<file path="src/rtl/hack_exec_ctrl.sv">
// Multi-cycle Hack CPU control/register stage around an external combinational ALU.
// Fetch/M-read/M-write use req/ack handshakes; A, D and PC commit on the retire edge.
module hack_exec_ctrl #(
   parameter logic [15:0] RESET_PC = 16'h0000
) (
   input  logic        clk,
   input  logic        rst_n,
   output logic        imem_req,
   output logic [15:0] imem_addr,
   input  logic        imem_ack,
   input  logic [15:0] imem_rdata,
   output logic        dmem_rd,
   output logic        dmem_wr,
   output logic [15:0] dmem_addr,
   output logic [15:0] dmem_wdata,
   input  logic        dmem_ack,
   input  logic [15:0] dmem_rdata,
   output logic [15:0] alu_x,
   output logic [15:0] alu_y,
   output logic [5:0]  alu_signal,
   input  logic [15:0] alu_out,
   output logic [15:0] pc,
   output logic [15:0] a_reg,
   output logic [15:0] d_reg,
   output logic        instr_done
);

   typedef enum logic [2:0] {
      S_IDLE,
      S_FETCH,
      S_DECODE,
      S_MREAD,
      S_EXEC,
      S_MWRITE
   } state_t;

   state_t      state, state_nxt;
   logic [15:0] instr_reg, m_reg, res_reg;
   logic        jump_reg;
   logic        is_c, zr, ng, jump_now;
   logic        retire, commit, commit_jump;
   logic [15:0] commit_res, pc_inc;

   assign is_c     = instr_reg[15];
   assign zr       = (alu_out == 16'h0000);
   assign ng       = alu_out[15];
   assign jump_now = (instr_reg[2] & ng) | (instr_reg[1] & zr) | (instr_reg[0] & ~ng & ~zr);
   assign pc_inc   = pc + 16'd1;

   // A write to M defers the commit, so the result and jump decision are replayed from registers.
   assign commit_res  = (state == S_MWRITE) ? res_reg  : alu_out;
   assign commit_jump = (state == S_MWRITE) ? jump_reg : jump_now;

   assign imem_addr  = pc;
   assign dmem_addr  = a_reg;
   assign dmem_wdata = res_reg;
   assign alu_x      = d_reg;
   assign alu_y      = instr_reg[12] ? m_reg : a_reg;
   assign alu_signal = instr_reg[11:6];

   always_ff @(posedge clk or negedge rst_n) begin
      if (!rst_n) state <= S_IDLE;
      else        state <= state_nxt;
   end

   always_comb begin
      state_nxt = state;
      imem_req  = 1'b0;
      dmem_rd   = 1'b0;
      dmem_wr   = 1'b0;
      retire    = 1'b0;
      commit    = 1'b0;
      case (state)
         S_IDLE:   state_nxt = S_FETCH;
         S_FETCH: begin
            imem_req = 1'b1;
            if (imem_ack) state_nxt = S_DECODE;
         end
         S_DECODE: begin
            if (!is_c) begin
               retire    = 1'b1;
               state_nxt = S_FETCH;
            end else if (instr_reg[12]) begin
               state_nxt = S_MREAD;
            end else begin
               state_nxt = S_EXEC;
            end
         end
         S_MREAD: begin
            dmem_rd = 1'b1;
            if (dmem_ack) state_nxt = S_EXEC;
         end
         S_EXEC: begin
            if (instr_reg[3]) begin
               state_nxt = S_MWRITE;
            end else begin
               commit    = 1'b1;
               retire    = 1'b1;
               state_nxt = S_FETCH;
            end
         end
         S_MWRITE: begin
            dmem_wr = 1'b1;
            if (dmem_ack) begin
               commit    = 1'b1;
               retire    = 1'b1;
               state_nxt = S_FETCH;
            end
         end
         default:  state_nxt = S_IDLE;
      endcase
   end

   always_ff @(posedge clk or negedge rst_n) begin
      if (!rst_n) begin
         pc         <= RESET_PC;
         a_reg      <= 16'h0000;
         d_reg      <= 16'h0000;
         instr_reg  <= 16'h0000;
         m_reg      <= 16'h0000;
         res_reg    <= 16'h0000;
         jump_reg   <= 1'b0;
         instr_done <= 1'b0;
      end else begin
         instr_done <= retire;
         if (state == S_FETCH && imem_ack) instr_reg <= imem_rdata;
         if (state == S_DECODE && !is_c) begin
            a_reg <= instr_reg;
            pc    <= pc_inc;
         end
         if (state == S_MREAD && dmem_ack) m_reg <= dmem_rdata;
         if (state == S_EXEC) begin
            res_reg  <= alu_out;
            jump_reg <= jump_now;
         end
         // Jump target uses the pre-instruction A even when the same instruction writes A.
         if (commit) begin
            if (instr_reg[4]) d_reg <= commit_res;
            if (instr_reg[5]) a_reg <= commit_res;
            pc <= commit_jump ? a_reg : pc_inc;
         end
      end
   end

endmodule

</file>
<file path="config.mk">
export PLATFORM = sky130hd
export DESIGN_NAME = hack_exec_ctrl
export DESIGN_NICKNAME = d
export VERILOG_FILES = /design/src/rtl/hack_exec_ctrl.sv
export SDC_FILE = /design/constraint.sdc
export NUM_CORES = 1
export LEC_CHECK = 0
export CORE_MARGIN = 3
export CORE_UTILIZATION = 46
export DETAILED_ROUTE_END_ITERATION = 12
export PLACE_DENSITY_LB_ADDON = 0.15
export SKIP_CTS_REPAIR_TIMING = 1
export SYNTH_ARGS = -nofsm -noshare
export SYNTH_HDL_FRONTEND = slang
export SYNTH_SLANG_ARGS = --single-unit
export TNS_END_PERCENT = 100
</file>
<file path="constraint.sdc">
create_clock -name clk -period 2.2 [get_ports clk]
set_input_delay 0.22 -clock clk [delete_from_list [all_inputs] [get_ports clk]]
set_output_delay 0.22 -clock clk [all_outputs]
set_load 0.05 [all_outputs]
</file>
Word-level counts from Yosys, hierarchy flattened --
Index checks and enable logic that the tools add are counted.
Word-level totals: register bits 101, output and inout port bits 138, logic and storage cells 59
Cells by class: add/sub/neg operators 1, equality and inequality tests 8, mux-type cells 24, bitwise operators 8, reductions and logical operators 9
Operators by type and width (count):
- $mux W16 | 8
- $mux W3 | 6
- $pmux W3 S6 | 1
- $add A16 B1 Y16 const B | 1
- $logic_not A16 Y1 | 1
- $mux W1 | 7
- $eq A3 B2 Y1 const B | 2
- $eq A3 B3 Y1 const B | 2
- $ne A2 B2 Y1 const B | 3
- $and A1 B1 Y1 | 4
- $eq A3 B1 Y1 const B | 1
- $logic_and A1 B1 Y1 | 3
- $logic_not A3 Y1 | 1
- $pmux W1 S3 | 1
- $reduce_and A3 Y1 | 1
- $not A1 Y1 | 2
- $or A1 B1 Y1 | 2
- $pmux W1 S2 | 1
- $reduce_and A2 Y1 | 1
- $reduce_bool A2 Y1 | 1
- $logic_not A1 Y1 | 1

Longest topological paths before layout --
depth in word-level cells 7, mapped depth 10

Worst setup path after synthesis --
Ideal clock, no wire load.
path kind register -> output, start reg a_reg[1], end out alu_y[1], data arrival time 1.860 ns, data required time 1.980 ns, slack 0.120 ns, cell stages (with the launch flop) 3, path through dfrtp_1 inv_1 o21ai_0
Between the ends: word-level cells in the longest chain between the ends 1
Ends and longest elaborated chain:
- from (decl) | line 23 | output logic [15:0] a_reg,
- from (signal assigned) | line 128 | a_reg <= instr_reg;
- from (signal assigned) | line 139 | if (instr_reg[5]) a_reg <= commit_res;
- $mux W16 | line 58 | assign alu_y = instr_reg[12] ? m_reg : a_reg;
- to (decl) | line 19 | output logic [15:0] alu_y,
No other way between the ends.

Worst setup path in the final report --
start in alu_out[10], end reg pc[8], in the netlist imem_addr[8]
Between the ends: word-level cells in the longest chain between the ends 7
Ends and longest elaborated chain:
- from (decl) | line 21 | input logic [15:0] alu_out,
- $logic_not A16 Y1 (*) | line 45 | assign zr = (alu_out == 16'h0000);
- $and A1 B1 Y1 / $not A1 Y1 (equally long branches) | line 47 | assign jump_now = (instr_reg[2] & ng) | (instr_reg[1] & zr) | (instr_reg[0] & ~ng & ~zr);
- $or A1 B1 Y1 / $and A1 B1 Y1 (equally long branches) | line 47
- $or A1 B1 Y1 (*) | line 47
- $mux W1 (*) | line 52 | assign commit_jump = (state == S_MWRITE) ? jump_reg : jump_now;
- $mux W16 (*) | line 140 | pc <= commit_jump ? a_reg : pc_inc;
- $mux W16 (*) | line 137 | if (commit) begin
- to (signal assigned) | line 129 | pc <= pc_inc;
- to (signal assigned) | line 140
- to (decl) | line 22 | output logic [15:0] pc,
Mark *: on every way between the ends. The rest lies on a longest branch, timed or not. A chain may end at the register's enable or synchronous reset.

==> reports/results.txt <==
# DRC: 0
Rel. slew slack: 48.9%
grt met2 use: 36.0%
final worst-path cycle share: 95.3%
FF/Latch Area: 2530 um^2
Die H: 114 um
Layout area overhead: 39.5%
die width: 114 um
Arr. time, crit path: 2.32 ns
Synth area leader: dfrtp_1
io pins: 190
Antenna Cells: 0
fin. max-slew vios: 0
MaxCap Viol Count: 0
CTS max path bufs: 2
cells after synthesis: 495
worst endpoint required time: 2.42 ns
starting density of the core: 48.1%
outcome: complete, no violations
Syn Area/Cell: 10.8 um^2
met1 usage: 29.5%
fraction of registers with async set/reset: 100%
largest net degree at the start of global routing: 36
clk_lat worst skew: 0.34 ns
Synth Net Count: 548
Avg WL per Cell: 17.9 um
met3 Use GR: 5.78%
share of cells above drive strength 1: 23.6%
Seq/Total Area, Yosys: 47.4%
routed wire length: 14.3 mm
Final GP Congestion: 0.880
Multi-input gate area: 2230 um^2
Post-synth EDFFs: 0
pin slew with the least headroom to its limit: 0.766 ns
vias in the first global route: 4433
port buffer count: 189
top_reg_cell synth: dfrtp_1
DR vias/cell: 5.45
# clock sinks: 101
yosys warns: 0
top cell type's share of synthesized area: 47.4%
CTS root buf: clkbuf_16
CTS tree: built
CP endpoint kind: register
DR vias: 4338
Setup Crit Path Kind: input pin to register
mapped cell area: 5330 um^2
synthesized flop and latch total: 101
layer with the highest usage: met2
hpwl dp: 10.7 mm
Layout Nets: 705
critical path peak fanout: 18
Min Clock Period, post-route: 2.10 ns
GRT Overall Usage: 22.1%
drt first pass iters: 5
worst setup margin: 0.103 ns
Place WS: -0.309 ns
Final setup viols: 0
leading cell types by total area after synthesis: dfrtp_1 47%, mux2_2 16%, buf_4 8.2%, nand2_1 3.8%, o21ai_0 3.5%
first-pass GRT wire length: 22.7 mm
Layout Skew: 0.0101 ns
# rows: 38
Num CTS Buffers: 9
final-layout fill cell count: 923
crit path launch type: input pin
Placeable Area: 11100 um^2
die area: 12900 um^2
worst hold path type: input pin to async pin
final hold vios: 0
clock-pin slew on the worst setup and hold paths: 0.07 ns
Post-DRT Antenna Nets: 0
worst reg2reg path depth: 6
starting DRC count in detailed routing: 172
RSZ-0062 raised after global routing: false
Max Freq: 477 MHz
gr ovfl total: 0
initial antenna violation count: 0
Netlist cell types: 49
CTS HTree Levels: 3
worst paths after layout:
path	startpoint	endpoint	slack (ns)
max	alu_out[10]	imem_addr[8]	0.10
min	rst_n	m_reg[3]	0.37
max reg2reg	state[2]	imem_addr[9]	0.15
min reg2reg	m_reg[2]	m_reg[2]	0.50
max in group asynchronous	rst_n	instr_reg[11]	1.27
min in group clk	imem_rdata[15]	instr_reg[15]	0.48
metal layers:
metal	vias to the layer above	routed length, um
li1	2022	-
met1	2103	5900
met2	195	6920
met3	18	1220
met4	0	209
met5	-	0
critical path, cell delays in order:
cell	delay, ns
clkdlybuf4s50_1	0.43
nor4_1	0.31
buf_4	0.17
nand4_1	0.23
mux2i_4	0.29
buf_4	0.21
or3_1	0.32
o311a_1	0.13
area by class of cell:
cell class | count | area share (%)
Clock inverter | 5 | 0.589
Timing Repair Buffer | 227 | 29.6
Tap cell | 140 | 2.36
Multi-Input combinational cell | 304 | 30.0
Clock buffer | 10 | 3.08
Sequential cell | 101 | 34.0
Inverter | 9 | 0.454
Yosys cell counts, drive strengths merged (3+ instances only):
cell type and instances:
buf 67, nor4 7, o211ai 6, inv 9, and3 6, nand2 54, or3 3, nor3 11
nand3 6, o21ai 37, clkbuf 14, and2 8, o21a 4, nor2 13, o22ai 11, dfrtp 101
mux2i 18, nand4 5, nand3b 3, a21oi 9, mux2 77
cells by family (layout without fill, tap and decap cells):
family                   Yosys count  after routing  synth area share (%)
buffers and inverters             90            251                  10.8
multiplexers                      95             95                  19.9
AO/OA/AOI/OAI                     81             81                  9.60
XOR/XNOR                           2              2                 0.329
AND/OR/NAND/NOR                  125            125                  11.7
adder cells (fa/ha/maj)            1              1                 0.235
flip-flops                       101            101                  47.4
through the flow:
stage / hold slack (ns) / TNS, ns / utilization [%] / cell area (um^2) / std cells
CTS: -0.153 / 0 / 67.0 / 7420 / 795
global route: 0.427 / 0 / 67.1 / 7430 / 796
detailed placement: 0.207 / -3.60 / 64.5 / 7150 / 780
finish: 0.373 / 0 / 67.1 / 7430 / 796
floorplan: -0.0756 / 0 / - / 5330 / 495
global placement: 0.209 / -3.41 / 64.5 / 7150 / 780
cell usage in the layout, fill, tap and decap left out, types with 2 or more instances in the layout:
master / synthesis / routed
o21ai_0: 37 / 36
o22ai_1: 11 / 11
o21a_1: 4 / 4
or3_1: 3 / 3
a21oi_1: 8 / 8
inv_1: 8 / 8
clkdlybuf4s50_1: 0 / 169
clkinvlp_4: 0 / 2
nand3_1: 6 / 6
nor2_1: 13 / 13
nor2b_1: 2 / 2
inv_6: 0 / 2
o221a_2: 2 / 2
and2_1: 8 / 8
nand4_1: 5 / 5
buf_12: 0 / 5
xnor2_1: 2 / 2
nor3_1: 11 / 11
nor4_1: 7 / 7
nand2_1: 54 / 54
mux2_2: 77 / 77
dfrtp_1: 101 / 101
nand3b_1: 3 / 3
and3_1: 6 / 6
o221ai_1: 2 / 2
o211ai_1: 6 / 6
mux2i_1: 17 / 17
buf_4: 58 / 51
clkbuf_16: 0 / 9
Power is left out: the tool's default activity adds up to more than one toggle a clock period on the data nets, which glitch-free logic cannot reach.
